<file path="src/rtl/cpu_pkg.sv">
// Shared definitions for the CosmicProcessingUnit control path: opcode map,
// controller states, instruction classes and the small encoded decode fields.
package cpu_pkg;

  localparam logic [3:0] OP_HALT    = 4'b0000;
  localparam logic [3:0] OP_ANDI    = 4'b0001;
  localparam logic [3:0] OP_ORI     = 4'b0010;
  localparam logic [3:0] OP_BGT     = 4'b0100;
  localparam logic [3:0] OP_BLT     = 4'b0101;
  localparam logic [3:0] OP_BEQ     = 4'b0110;
  localparam logic [3:0] OP_JUMP    = 4'b0111;
  localparam logic [3:0] OP_LOAD_B  = 4'b1010;
  localparam logic [3:0] OP_STORE_B = 4'b1011;
  localparam logic [3:0] OP_LOAD_W  = 4'b1100;
  localparam logic [3:0] OP_STORE_W = 4'b1101;
  localparam logic [3:0] OP_TYPE_A  = 4'b1111;

  localparam logic [1:0] ALU_ADD = 2'b00;
  localparam logic [1:0] ALU_SUB = 2'b01;
  localparam logic [1:0] ALU_AND = 2'b10;
  localparam logic [1:0] ALU_OR  = 2'b11;

  localparam logic [1:0] RW_NONE    = 2'b00;
  localparam logic [1:0] RW_RD      = 2'b01;
  localparam logic [1:0] RW_RD_R15  = 2'b10;
  localparam logic [1:0] RW_RD_BYTE = 2'b11;

  localparam logic [1:0] JB_NONE   = 2'b00;
  localparam logic [1:0] JB_BRANCH = 2'b01;
  localparam logic [1:0] JB_JUMP   = 2'b10;

  localparam logic [1:0] BC_EQ = 2'b00;
  localparam logic [1:0] BC_LT = 2'b01;
  localparam logic [1:0] BC_GT = 2'b10;

  typedef enum logic [2:0] {
    S_FETCH  = 3'd0,
    S_DECODE = 3'd1,
    S_EXEC   = 3'd2,
    S_MEM    = 3'd3,
    S_MDWAIT = 3'd4,
    S_WB     = 3'd5,
    S_HALT   = 3'd6,
    S_TRAP   = 3'd7
  } ctrlState;

endpackage

</file>
<file path="src/rtl/control_decode.sv">
// Combinational opcode decoder shared by the single-cycle and multi-cycle cores.
// Illegal opcodes (unknown low nibble or any nonzero bit above bit 3) decode to all-zero fields.
import cpu_pkg::*;

module control_decode #(
  parameter int OPCODE_W = 4
) (
  input  logic [OPCODE_W-1:0] opcode,
  input  logic                multiDiv,
  output logic                aluBType,
  output logic                aluSrc,
  output logic                zeroExtendFlag,
  output logic                memToReg,
  output logic                memRead,
  output logic                memWrite,
  output logic [1:0]          aluControl,
  output logic [1:0]          regWrite,
  output logic [1:0]          jumpBranch,
  output logic [1:0]          branchCond,
  output logic                illegal,
  output logic                isHalt,
  output logic                isMulDiv,
  output logic                isBranch,
  output logic                isLoad,
  output logic                isStore
);

  logic upperNonZero;
  assign upperNonZero = |(opcode >> 4);

  always_comb begin
    aluBType       = 1'b0;
    aluSrc         = 1'b0;
    zeroExtendFlag = 1'b0;
    memToReg       = 1'b0;
    memRead        = 1'b0;
    memWrite       = 1'b0;
    aluControl     = ALU_ADD;
    regWrite       = RW_NONE;
    jumpBranch     = JB_NONE;
    branchCond     = BC_EQ;
    illegal        = 1'b0;
    isHalt         = 1'b0;
    isMulDiv       = 1'b0;
    isBranch       = 1'b0;
    isLoad         = 1'b0;
    isStore        = 1'b0;
    if (upperNonZero) begin
      illegal = 1'b1;
    end else begin
      case (opcode[3:0])
        OP_TYPE_A: begin
          // The ALU function itself comes from the instruction's funct field in the datapath.
          isMulDiv = multiDiv;
          regWrite = multiDiv ? RW_RD_R15 : RW_RD;
        end
        OP_ANDI, OP_ORI: begin
          aluBType       = 1'b1;
          aluSrc         = 1'b1;
          zeroExtendFlag = 1'b1;
          aluControl     = (opcode[3:0] == OP_ANDI) ? ALU_AND : ALU_OR;
          regWrite       = RW_RD;
        end
        OP_LOAD_B, OP_LOAD_W: begin
          aluBType = 1'b1;
          aluSrc   = 1'b1;
          memToReg = 1'b1;
          memRead  = 1'b1;
          isLoad   = 1'b1;
          regWrite = (opcode[3:0] == OP_LOAD_B) ? RW_RD_BYTE : RW_RD;
        end
        OP_STORE_B, OP_STORE_W: begin
          aluBType = 1'b1;
          aluSrc   = 1'b1;
          memWrite = 1'b1;
          isStore  = 1'b1;
        end
        OP_BEQ, OP_BLT, OP_BGT: begin
          aluBType   = 1'b1;
          aluControl = ALU_SUB;
          jumpBranch = JB_BRANCH;
          isBranch   = 1'b1;
          branchCond = (opcode[3:0] == OP_BEQ) ? BC_EQ :
                       (opcode[3:0] == OP_BLT) ? BC_LT : BC_GT;
        end
        OP_JUMP: begin
          jumpBranch = JB_JUMP;
          isBranch   = 1'b1;
        end
        OP_HALT: isHalt = 1'b1;
        default: illegal = 1'b1;
      endcase
    end
  end

endmodule

</file>
<file path="src/rtl/multicycle_control.sv">
// Multi-cycle instruction sequencer: FETCH/DECODE/EXEC/MEM/MDWAIT/WB with memory and
// mul/div wait states, a mul/div timeout, and absorbing HALT/TRAP states.
import cpu_pkg::*;

module multicycle_control #(
  parameter int OPCODE_W   = 4,
  parameter int MD_TIMEOUT = 32,
  parameter int CNT_W      = $clog2(MD_TIMEOUT + 1)
) (
  input  logic                clk,
  input  logic                reset,
  input  logic                instrValid,
  input  logic [OPCODE_W-1:0] opcode,
  input  logic                multiDiv,
  input  logic                memReady,
  input  logic                mdDone,
  output logic                irWrite,
  output logic                pcWrite,
  output logic                mdStart,
  output logic                aluBType,
  output logic                aluSrc,
  output logic                zeroExtendFlag,
  output logic                memToReg,
  output logic                memRead,
  output logic                memWrite,
  output logic [1:0]          aluControl,
  output logic [1:0]          regWrite,
  output logic [1:0]          jumpBranch,
  output logic [1:0]          branchCond,
  output logic                halted,
  output logic                illegalOp,
  output logic                mdTimeout,
  output logic [2:0]          dbgState
);

  localparam logic [CNT_W-1:0] MD_LAST = CNT_W'(MD_TIMEOUT - 1);

  ctrlState            state;
  logic [OPCODE_W-1:0] opReg;
  logic                mdReg;
  logic [CNT_W-1:0]    mdCount;
  logic                pcWriteExec;

  logic       decAluBType, decAluSrc, decZeroExt, decMemToReg, decMemRead, decMemWrite;
  logic [1:0] decAluControl, decRegWrite, decJumpBranch, decBranchCond;
  logic       decIllegal, decHalt, decMulDiv, decBranch, decLoad, decStore;

  // opReg/mdReg stay stable from FETCH until the next fetch, so the decoder output
  // remains valid for routing in every later state of the instruction.
  control_decode #(.OPCODE_W(OPCODE_W)) u_decode (
    .opcode         (opReg),
    .multiDiv       (mdReg),
    .aluBType       (decAluBType),
    .aluSrc         (decAluSrc),
    .zeroExtendFlag (decZeroExt),
    .memToReg       (decMemToReg),
    .memRead        (decMemRead),
    .memWrite       (decMemWrite),
    .aluControl     (decAluControl),
    .regWrite       (decRegWrite),
    .jumpBranch     (decJumpBranch),
    .branchCond     (decBranchCond),
    .illegal        (decIllegal),
    .isHalt         (decHalt),
    .isMulDiv       (decMulDiv),
    .isBranch       (decBranch),
    .isLoad         (decLoad),
    .isStore        (decStore)
  );

  // The fetch strobes must coincide with the instruction word being presented,
  // so they follow instrValid directly; reset masks them.
  assign irWrite  = (state == S_FETCH) && instrValid && !reset;
  assign pcWrite  = irWrite || pcWriteExec;
  assign dbgState = state;

  always_ff @(posedge clk) begin
    if (reset) begin
      state          <= S_FETCH;
      opReg          <= '0;
      mdReg          <= 1'b0;
      mdCount        <= '0;
      pcWriteExec    <= 1'b0;
      mdStart        <= 1'b0;
      memRead        <= 1'b0;
      memWrite       <= 1'b0;
      regWrite       <= RW_NONE;
      aluBType       <= 1'b0;
      aluSrc         <= 1'b0;
      zeroExtendFlag <= 1'b0;
      memToReg       <= 1'b0;
      aluControl     <= ALU_ADD;
      jumpBranch     <= JB_NONE;
      branchCond     <= BC_EQ;
      halted         <= 1'b0;
      illegalOp      <= 1'b0;
      mdTimeout      <= 1'b0;
    end else begin
      mdStart     <= 1'b0;
      pcWriteExec <= 1'b0;
      regWrite    <= RW_NONE;
      case (state)
        S_FETCH: begin
          if (instrValid) begin
            opReg <= opcode;
            mdReg <= multiDiv;
            state <= S_DECODE;
          end
        end
        S_DECODE: begin
          aluBType       <= decAluBType;
          aluSrc         <= decAluSrc;
          zeroExtendFlag <= decZeroExt;
          memToReg       <= decMemToReg;
          aluControl     <= decAluControl;
          jumpBranch     <= decJumpBranch;
          branchCond     <= decBranchCond;
          if (decIllegal) begin
            illegalOp <= 1'b1;
            state     <= S_TRAP;
          end else if (decHalt) begin
            halted <= 1'b1;
            state  <= S_HALT;
          end else begin
            mdStart     <= decMulDiv;
            pcWriteExec <= decBranch;
            state       <= S_EXEC;
          end
        end
        S_EXEC: begin
          if (decLoad || decStore) begin
            memRead  <= decMemRead;
            memWrite <= decMemWrite;
            state    <= S_MEM;
          end else if (decMulDiv) begin
            mdCount <= '0;
            state   <= S_MDWAIT;
          end else if (decBranch) begin
            state <= S_FETCH;
          end else begin
            regWrite <= decRegWrite;
            state    <= S_WB;
          end
        end
        S_MEM: begin
          if (memReady) begin
            memRead  <= 1'b0;
            memWrite <= 1'b0;
            if (decLoad) begin
              regWrite <= decRegWrite;
              state    <= S_WB;
            end else begin
              state <= S_FETCH;
            end
          end
        end
        S_MDWAIT: begin
          // A result arriving in the last allowed cycle is still accepted.
          if (mdDone) begin
            regWrite <= decRegWrite;
            state    <= S_WB;
          end else if (mdCount == MD_LAST) begin
            mdTimeout <= 1'b1;
            state     <= S_TRAP;
          end else begin
            mdCount <= mdCount + CNT_W'(1);
          end
        end
        S_WB:     state <= S_FETCH;
        S_HALT:   state <= S_HALT;
        S_TRAP:   state <= S_TRAP;
        default:  state <= S_FETCH;
      endcase
    end
  end

endmodule
</file>
<file path="config.mk">
export PLATFORM = sky130hd
export DESIGN_NAME = multicycle_control
export DESIGN_NICKNAME = d
export VERILOG_FILES = /design/src/rtl/cpu_pkg.sv /design/src/rtl/control_decode.sv /design/src/rtl/multicycle_control.sv
export SDC_FILE = /design/constraint.sdc
export NUM_CORES = 1
export LEC_CHECK = 0
export BUFFER_PORTS_ARGS = -buffer_cell sky130_fd_sc_hd__buf_2
export CORE_ASPECT_RATIO = 1.4
export CORE_UTILIZATION = 40
export CTS_CLUSTER_SIZE = 16
export DETAILED_ROUTE_END_ITERATION = 7
export GPL_ROUTABILITY_DRIVEN = 0
export SLEW_MARGIN = 40
export SYNTH_ARGS = -nofsm -noshare
export SYNTH_HDL_FRONTEND = slang
export SYNTH_HIERARCHICAL = 1
export SYNTH_SLANG_ARGS = --single-unit
</file>
<file path="constraint.sdc">
create_clock -name clk -period 1.92 [get_ports clk]
set_clock_uncertainty 0.15 [all_clocks]
set_input_delay 0.192 -clock clk [delete_from_list [all_inputs] [get_ports clk]]
set_output_delay 0.192 -clock clk [all_outputs]
set_load 0.03 [all_outputs]
</file>
==> results of run 1 <==
## layout make-up
class	count	area [um2]	area share (%)
tap	60	75.1	3.27
sequential	33	668	29.1
timing repair buffer	61	405	17.6
multi-input combinational	165	1030	45.0
clock inverter	2	10.0	0.435
clock buffer	6	72.6	3.16
inverter	9	33.8	1.47
## logic make-up after synthesis
family / after synthesis / share of synthesized area (%)
AND/OR/NAND/NOR: 102 / 31.0
multiplexers: 7 / 4.04
flip-flops: 33 / 36.8
AO/OA/AOI/OAI: 54 / 19.3
adder cells (fa/ha/maj): 1 / 0.696
XOR/XNOR: 1 / 0.488
buffers and inverters: 26 / 7.73
## metal layers
| metal | share of wire [%] | up-vias | global-route usage, % | routed length [um] |
|---|---|---|---|---|
| met4 | 2.5 | 0 | 10.0 | 109 |
| met1 | 41 | 824 | 20.2 | 1800 |
| li1 | - | 889 | - | - |
| met2 | 53 | 34 | 35.9 | 2340 |
| met3 | 3.0 | 10 | 4.78 | 133 |
| met5 | 0 | - | 0 | 0 |
## flip-flops by register name, indices dropped and copies added, names as in the netlist, 2 cells and up
name / flops
aluControl: 2
branchCond: 2
mdCount: 6
dbgState: 3
regWrite: 2
jumpBranch: 2
opReg: 4
## through the flow
| stage | area (um2) | setup WS (ns) | std cells | hold WS (ns) |
|---|---|---|---|---|
| after floorplan | 1810 | 0.0245 | 224 | 0.189 |
| after global placement | 2090 | -0.0246 | 318 | 0.280 |
| after detailed placement | 2090 | -0.00353 | 318 | 0.288 |
| after CTS | 2220 | 0.0163 | 330 | 0.00206 |
| after global routing | 2300 | 0.0000844 | 336 | 0.153 |
| final | 2300 | 0.0791 | 336 | 0.124 |
## worst paths after layout
path | end | slack (ns) | cells past startpoint
worst max register to register | mdCount[0] | 0.13 | 6
worst min-delay path | mdCount[4] | 0.12 | 4
worst max-delay path | pcWrite | 0.08 | 5
worst min register to register | jumpBranch[0] | 0.30 | 2
## critical path, cell delays in order, from the launching register on
cell and delay [ns]:
dfxtp_4 0.38, buf_4 0.16, nor4b_4 0.22, nor2b_4 0.18, or2_4 0.11, clkbuf_4 0.17
## power groups by stage
stage          sequential (mW)  combinational [mW]  clock [mW]
3_5_place_dp             0.779               0.531           0
4_1_cts                  0.765               0.540       0.524
2_1_floorplan            0.812               0.341           0
5_1_grt                  0.771               0.616       0.564
3_3_place_gp             0.778               0.530           0
6_report                 0.765               0.565       0.513
## repair_timing
action | CTS | global route
endpoints found under the hold margin | 4 | 1
hold buffers | 4 | 1
setup buffers | 0 | 5
setup endpoints to repair | 3 | 10
resized for setup | 4 | 8
## placed cells by master (no fill, tap or decap), types with 3 or more instances in the layout
cell           synthesis  final
buf_2                  6     31
mux2i_1                5      5
dfxtp_1               33     29
clkbuf_8               0      5
a211oi_1               3      3
dlygate4sd3_1          0      5
nor2_1                24     22
inv_1                  9      9
nor4_1                 3      3
buf_4                  5     23
a221oi_1               3      3
and3_1                 4      4
o21ai_0                4      4
a21oi_1               23     23
nand2b_1               6      6
dfxtp_2                0      3
nand2_1               32     31
nand3_1               10     10
==> out/metrics.cfg, run 1 <==
[critical_path]
crit_type=reg2out
crit_path_start_kind=register
endpoint_kind=output port
crit_required_ns=1.58
arrival_ns=1.50
startpoint=dbgState[2]
r2r_start=opReg[2]
path_max_fanout=8

[cts]
cts_tree=done
cts.clk_slew.worst_paths_ns=0.07
htreeDepth=2
clock-sinks=33
clk_latency_ns=0.29
cts_made_buffers=5
cts_buffer_depth=2
cts-root-buf=clkbuf_8

[route]
wl_per_cell_um=13.0
wirelength_um=4380
drc=0
num_vias=1757
firstDrtPassIters=7
viasPerCell=5.23
drtIter0Drc=36
ant_nets=0

[floorplanning]
die_x_um=58.6
num_rows=28
io_pins=33
dieArea_um2=4770
core_area_um2=4270
die_h_um=81.3
floorplan.initialDensity_pct=42.0

[global_routing]
grt_pass1_vias=1642
grt_pass1_wl_um=7010
grt_max_degree=17
grt_antenna_before_repair=0
grt.total_usage_pct=19.5
gr-total-overflow=0

[synth]
yosysWarnings=6
ys_ff_latch=33
synth-edff-count=0
seq_area_frac_synth_pct=36.8
synth_top_area_share_pct=36.8
synth_area_um2=1800
synth_ff_type=dfxtp_1
synth_nets=235
synth.most_common_cell=dfxtp_1
yosys-top-cells-area=dfxtp_1 (37%), nand2_1 (6.7%), a21oi_1 (6.4%)
yosys.area.top_type=dfxtp_1
syn_area_per_cell_um2=8.02
ys_async_sr_fraction_pct=0
yosys-top-cells-count=dfxtp_1 (33), nand2_1 (32), nor2_1 (24), a21oi_1 (23), nand3_1 (10)
synthCells=224
synth_cell_types=50

[final_layout]
insertedDiodeCount=0
syn2layout_area_growth_pct=27.9
nFillCells=445
nets=286
fin_util_pct=53.8
layout-drive-gt1-share_pct=30.8

[power]
leakage_nw=0.975
pwr-share-comb_pct=30.7
ir_drop_mv=0.432
clkPwrFrac_pct=27.8
p_int_mw=1.22
cellPowerDensity_nw_per_um2=802
power.total_mw=1.84
p_switching_mw=0.618
p_sw_share_pct=33.5
seqPwrFrac_pct=41.5

[placed_design]
dp_hpwl_um=3190
io_buffers=32

[sta]
finalSetupTns_ns=0
setup_violations=0
fin_crit_sh_pct=95.9
relSlewSlack_pct=74.9
drv_slew=0
period_minus_slack_ns=1.84
worstMarginPinSlew_ns=0.376
grt_setup_unrepaired=true
timing.fmax_ghz=0.543
finalHoldViolations=0

[run]
maxCapViolations=0

[min_path]
hold_class=in2reg
holdCritStartpoint=mdDone

[outcome]
status=completed

Note: power is estimated with default switching activity, not from simulation.
==> run 2, diff against run 1 <==
- CELL_PAD_IN_SITES_DETAIL_PLACEMENT: unset -> 0
- CELL_PAD_IN_SITES_GLOBAL_PLACEMENT: unset -> 1
- CORE_UTILIZATION: 40 -> 36
- PLACE_DENSITY_LB_ADDON: unset -> 0.1
==> run 2 against run 1 <==
Sequential power shrank 2%; cell area shrank 0.11%; largest power group unchanged; critical endpoint unchanged; worst hold slack worse by 0.12 ns; critical path type unchanged.
==> out/metrics.cfg, run 2 (synthesized netlist as in run 1, its figures left out) <==
[final_layout]
nets=284  ; -0.70%
multi_input_area_um2=1020  ; -1.5%
regMostFlops=mdCount
syn2layout_area_growth_pct=27.8
largest_reg_flops=6  ; unchanged
fin_util_pct=47.8  ; -6.0 points
nFillCells=531  ; +19%
layout_common_cells=nand2_1 (32), dfxtp_1 (32), buf_2 (31)
ff_latch_area_um2=664  ; -0.56%
layout-drive-gt1-share_pct=29.6  ; -1.2 points
insertedDiodeCount=0  ; unchanged

[critical_path]
crit_type=reg2out
cp_cell_sequence=buf_12 > nor4b_4 > nor2b_4 > or2_4 > buf_4
crit_path_start_kind=register
startpoint=dbgState[0]
cp_top_family=simple AND/OR/NAND/NOR gates
r2r_start=opReg[1]
path_max_fanout=7  ; -1
path_buf_inv=2  ; unchanged
endpoint_kind=output port
worstRegToRegCells=6  ; unchanged
r2r-end=mdCount[0]
regToRegSetupSlack_ns=0.13  ; about the same
cpMaxStageDelayCell=dfxtp_4
crit_cells=5  ; unchanged
crit_required_ns=1.58  ; about the same
slowest_delay_ns=0.36  ; -0.02 ns
arrival_ns=1.52  ; +0.02 ns
cp-endpoint=pcWrite

[sta]
worstMarginPinSlew_ns=0.384  ; +0.00720 ns
timing.fmax_ghz=0.538  ; -0.96%
fin_hold_ws_ns=0.00535  ; -0.119 ns
relSlewSlack_pct=74.2  ; -0.69 points
fin_crit_sh_pct=96.8  ; +0.93 points
drv_slew=0  ; unchanged
layout_setup_ws_ns=0.0612  ; -0.0179 ns
period_minus_slack_ns=1.86  ; +0.0179 ns
finalSetupTns_ns=0  ; unchanged
finalHoldViolations=0  ; unchanged
grt_setup_unrepaired=false
setup_violations=0  ; unchanged

[power]
pwr-share-comb_pct=30.6  ; about the same
cellPowerDensity_nw_per_um2=831  ; +3.6%
p_int_mw=1.30  ; +6.0%
power.total_mw=1.91  ; +3.5%
leakage_nw=0.974  ; about the same
clkPwrFrac_pct=30.2  ; +2.4 points
ir_drop_mv=0.413  ; -4.2%
seqPwrFrac_pct=39.1  ; -2.4 points
p_switching_mw=0.609  ; -1.5%
p_sw_share_pct=31.9  ; -1.6 points

[min_path]
hold_class=in2reg

[route]
drc=0  ; unchanged
viasPerCell=5.01  ; -4.1%
num_vias=1695  ; -3.5%
wirelength_um=4370  ; -0.30%
ant_nets=0  ; unchanged
drtIter0Drc=57  ; +58%
firstDrtPassIters=4  ; -3
wl_per_cell_um=12.9  ; -0.89%

[global_routing]
grt_max_degree=23  ; +6
grt.total_usage_pct=18.5  ; -1.0 points
gr-total-overflow=0  ; unchanged
grt_pass1_vias=1634  ; -0.49%
grt_antenna_before_repair=0  ; unchanged
grt_pass1_wl_um=7280  ; +3.8%

[cts]
htreeDepth=2  ; unchanged
cts_tree=done
cts_buffer_depth=2  ; unchanged
cts_made_buffers=5  ; unchanged
clk_latency_ns=0.29  ; about the same
clock-sinks=33  ; unchanged
cts-root-buf=clkbuf_8
cts.clk_slew.worst_paths_ns=0.07  ; about the same

[floorplanning]
core_area_um2=4800  ; +12%
dieArea_um2=5280  ; +11%
die_x_um=61.7  ; +5.2%
floorplan.initialDensity_pct=37.4  ; -4.6 points
io_pins=33  ; unchanged
num_rows=30  ; +7.1%
die_h_um=85.6  ; +5.3%

[outcome]
status=completed

[placed_design]
io_buffers=32  ; unchanged
dp_hpwl_um=3290  ; +3.1%
pre_cts_ws_ns=0.0931  ; +0.0966 ns

[run]
maxCapViolations=0  ; unchanged

run 2: cell types whose count changed in the layout (fill, tap and decap cells not counted), sizes merged:
cell,delta
clkinv,-1
dlygate4sd3,-2
buf,+1
run 2: what timing repair did:
action	4_1_cts	5_1_grt
endpoints found under the hold margin	3	0
resized for setup	3	3
hold buffers	3	0
pin swaps	0	1
buffers inserted	1	1
setup endpoints to repair	2	7
run 2: power groups by stage:
stage | Combinational (mW) | Clock, mW | Sequential [mW]
CTS | 0.582 | 0.596 | 0.747
floorplan | 0.341 | 0 | 0.812
detailed placement | 0.558 | 0 | 0.770
global route | 0.648 | 0.617 | 0.750
global placement | 0.561 | 0 | 0.770
finish | 0.584 | 0.577 | 0.747
run 2: area by class of cell:
cell class                 instances  area share (%)
inverter                           9            1.47
sequential                        33            28.9
multi-input combinational        165            44.4
clock buffer                       7            4.20
timing repair buffer              59            17.3
tap                               64            3.49
clock inverter                     1           0.218
run 2: routing by layer:
metal  share of wire [%]  routed length (um)  vias to the layer above  track usage (%)
met5                   0                   0                        -                0
met4                 1.4                  59                        0             6.06
met3                 3.0                 129                        5             4.07
met2                  54                2370                       29             33.2
met1                  41                1810                      783             20.7
li1                    -                   -                      878                -
run 2: worst min-delay path by stage:
stage | from | end | slack, ns | cells after the start
finish | opcode[2] | opReg[2] | 0.005 | 3
global route | opcode[2] | opReg[2] | 0.03 | 3
CTS | opcode[2] | opReg[2] | 0.005 | 3
detailed placement | opcode[3] | opReg[3] | 0.28 | 3
global placement | multiDiv | mdReg | 0.28 | 3
floorplan | multiDiv | mdReg | 0.19 | 2
run 2: worst register-to-register path: stages (launching register included):
cell and delay, ns:
dfxtp_1 0.40, nand2_1 0.09, buf_4 0.15, nor2_1 0.27, nand4_1 0.21, and3_1 0.23
o21ba_2 0.20
run 2: per-stage QoR:
stage,cell area (um2),std cells
final,2300,338
after global routing,2300,338
after CTS,2280,337
after detailed placement,2130,325
after global placement,2130,325
after floorplan,1810,224
==> run 3, diff against run 2 <==
- CORE_ASPECT_RATIO: 1.4 -> 1.2
- SKIP_LAST_GASP: unset -> 1
==> run 3 against run 2 <==
Die area is essentially flat; global-route usage grew 0.65 points; worst hold slack gained 0.0057 ns; wire length grew 5.1%; register-to-register slack is essentially flat; sequential share of layout area grew 0.48 points; first-iteration DRC count grew 5.3%; setup slack gained 0.038 ns; cell area shrank 0.33%; cell count shrank 1.5%.
==> out/metrics.cfg, run 3 (synthesized netlist as in run 1, its figures left out) <==
[global_routing]
gr-total-overflow=0  ; unchanged
grt_pass1_wl_um=7570  ; +4.0%
grt_max_degree=17  ; -26%
grt_antenna_before_repair=0  ; unchanged
grt_pass1_vias=1656  ; +1.3%
grt.total_usage_pct=19.2  ; +0.65 points

[outcome]
status=completed

[final_layout]
syn2layout_area_growth_pct=27.4
layout_common_cells=nand2_1 (32), buf_2 (31), dfxtp_1 (27)
regMostFlops=mdCount
nFillCells=472  ; -11%
multi_input_area_um2=1030  ; +0.86%
layout-drive-gt1-share_pct=31.3  ; +1.7 points
ff_latch_area_um2=673  ; +1.3%
nets=285  ; +0.35%
fin_cells=333  ; -1.5%
final_common_cell=nand2_1
insertedDiodeCount=0  ; unchanged
fin_util_pct=48.7  ; +0.95 points
largest_reg_flops=6  ; unchanged

[cts]
clk_latency_ns=0.28  ; about the same
cts.clk_slew.worst_paths_ns=0.07  ; about the same
clock-sinks=33  ; unchanged
cts-root-buf=clkbuf_8
htreeDepth=2  ; unchanged
cts_buffer_depth=2  ; unchanged
cts_made_buffers=5  ; unchanged
cts_tree=done

[sta]
drv_slew=0  ; unchanged
timing.fmax_ghz=0.549  ; +2.1%
fin_crit_sh_pct=94.9  ; -2.0 points
worstMarginPinSlew_ns=0.381  ; -0.00301 ns
finalHoldViolations=0  ; unchanged
relSlewSlack_pct=74.6  ; +0.41 points
layout_setup_ws_ns=0.0988  ; +0.0376 ns
period_minus_slack_ns=1.82  ; -0.0376 ns
grt_setup_unrepaired=false
setup_violations=0  ; unchanged

[power]
seqPwrFrac_pct=41.7  ; +2.6 points
p_int_mw=1.22  ; -5.8%
p_switching_mw=0.627  ; +3.0%
ir_drop_mv=0.545  ; +32%
clkPwrFrac_pct=27.8  ; -2.4 points
cellPowerDensity_nw_per_um2=809  ; -2.6%
leakage_nw=0.968  ; -0.67%
pwr-share-comb_pct=30.5  ; about the same
p_sw_share_pct=33.9  ; +2.0 points

[placed_design]
dp_hpwl_um=3440  ; +4.4%
io_buffers=32  ; unchanged
pre_cts_ws_ns=-0.0385  ; -0.132 ns
place_inst=320  ; -1.5%

[floorplanning]
die_x_um=66.5  ; +7.8%
dieArea_um2=5280  ; about the same
num_rows=27  ; -10%
core_area_um2=4700  ; -2.3%
io_pins=33  ; unchanged
floorplan.initialDensity_pct=38.3  ; +0.87 points
die_h_um=79.4  ; -7.2%

[route]
drtIter0Drc=60  ; +5.3%
drc=0  ; unchanged
wl_per_cell_um=13.8  ; +6.7%
firstDrtPassIters=4  ; unchanged
wirelength_um=4590  ; +5.1%
num_vias=1707  ; +0.71%
ant_nets=0  ; unchanged
viasPerCell=5.13  ; +2.2%

[critical_path]
slowest_delay_ns=0.40  ; +0.04 ns
cp_cell_sequence=buf_12 > nor4b_4 > nor2b_4 > or2_4 > buf_4
cpMaxStageDelayCell=dfxtp_4
crit_required_ns=1.58  ; about the same
crit_path_start_kind=register
path_max_fanout=11  ; +4
endpoint_kind=output port
arrival_ns=1.48  ; -0.04 ns
crit_type=reg2out

[min_path]
hold_class=in2reg

[run]
maxCapViolations=0  ; unchanged

==> run 3: metrics by stage <==
stage	instance area [um2]	total power, mW	hold slack, ns	TNS [ns]
6_report	2290	1.85	0.0110	0
5_1_grt	2290	1.97	0.0286	0
4_1_cts	2250	1.86	0.0159	-0.00665
3_5_place_dp	2120	1.33	0.289	-0.0385
3_3_place_gp	2120	1.33	0.282	-0.0470
2_1_floorplan	1810	1.15	0.189	0
==> run 3: cell type report <==
cell class              instances  share of cell area (%)
multi-input cells             165                    44.9
clock inverters                 3                   0.765
flip-flops and latches         33                    29.4
clock buffers                   5                    3.01
inverters                       9                    1.48
well taps                      58                    3.17
repair buffers                 60                    17.3
==> run 3: worst paths after layout <==
path	depth (start not counted)	slack [ns]	start	endpoint
max	5	0.1	dbgState[2]	pcWrite
min reg2reg	2	0.30	aluSrc	aluSrc
min	3	0.01	opcode[1]	opReg[1]
max reg2reg	7	0.14	opReg[1]	regWrite[1]
==> run 3: worst max-delay path: cells and delay by family, from the launching register on <==
family / cells / cell delay (ns)
AND/OR/NAND/NOR: 3 / 0.51
buffers and inverters: 2 / 0.29
flip-flops: 1 / 0.40
==> run 3: power by group through the flow <==
stage	Sequential, mW	Combinational [mW]	Clock [mW]
final	0.771	0.564	0.515
after global routing	0.779	0.614	0.575
after CTS	0.778	0.547	0.535
after detailed placement	0.791	0.535	0
after global placement	0.791	0.537	0
after floorplan	0.812	0.341	0
==> run 3: repair_timing <==
item                                    CTS  global route
hold buffers                              4             0
setup buffers                             0             1
endpoints found under the hold margin     4             0
endpoints found under the setup margin    8             9
resized for setup                         5             8
==> run 3: per-layer routing <==
metal	up-vias	GRT usage [%]	routed length, um
li1	882	-	-
met1	798	20.4	2020
met2	21	35.9	2410
met3	6	4.71	110
met4	0	6.38	54
met5	-	0	0
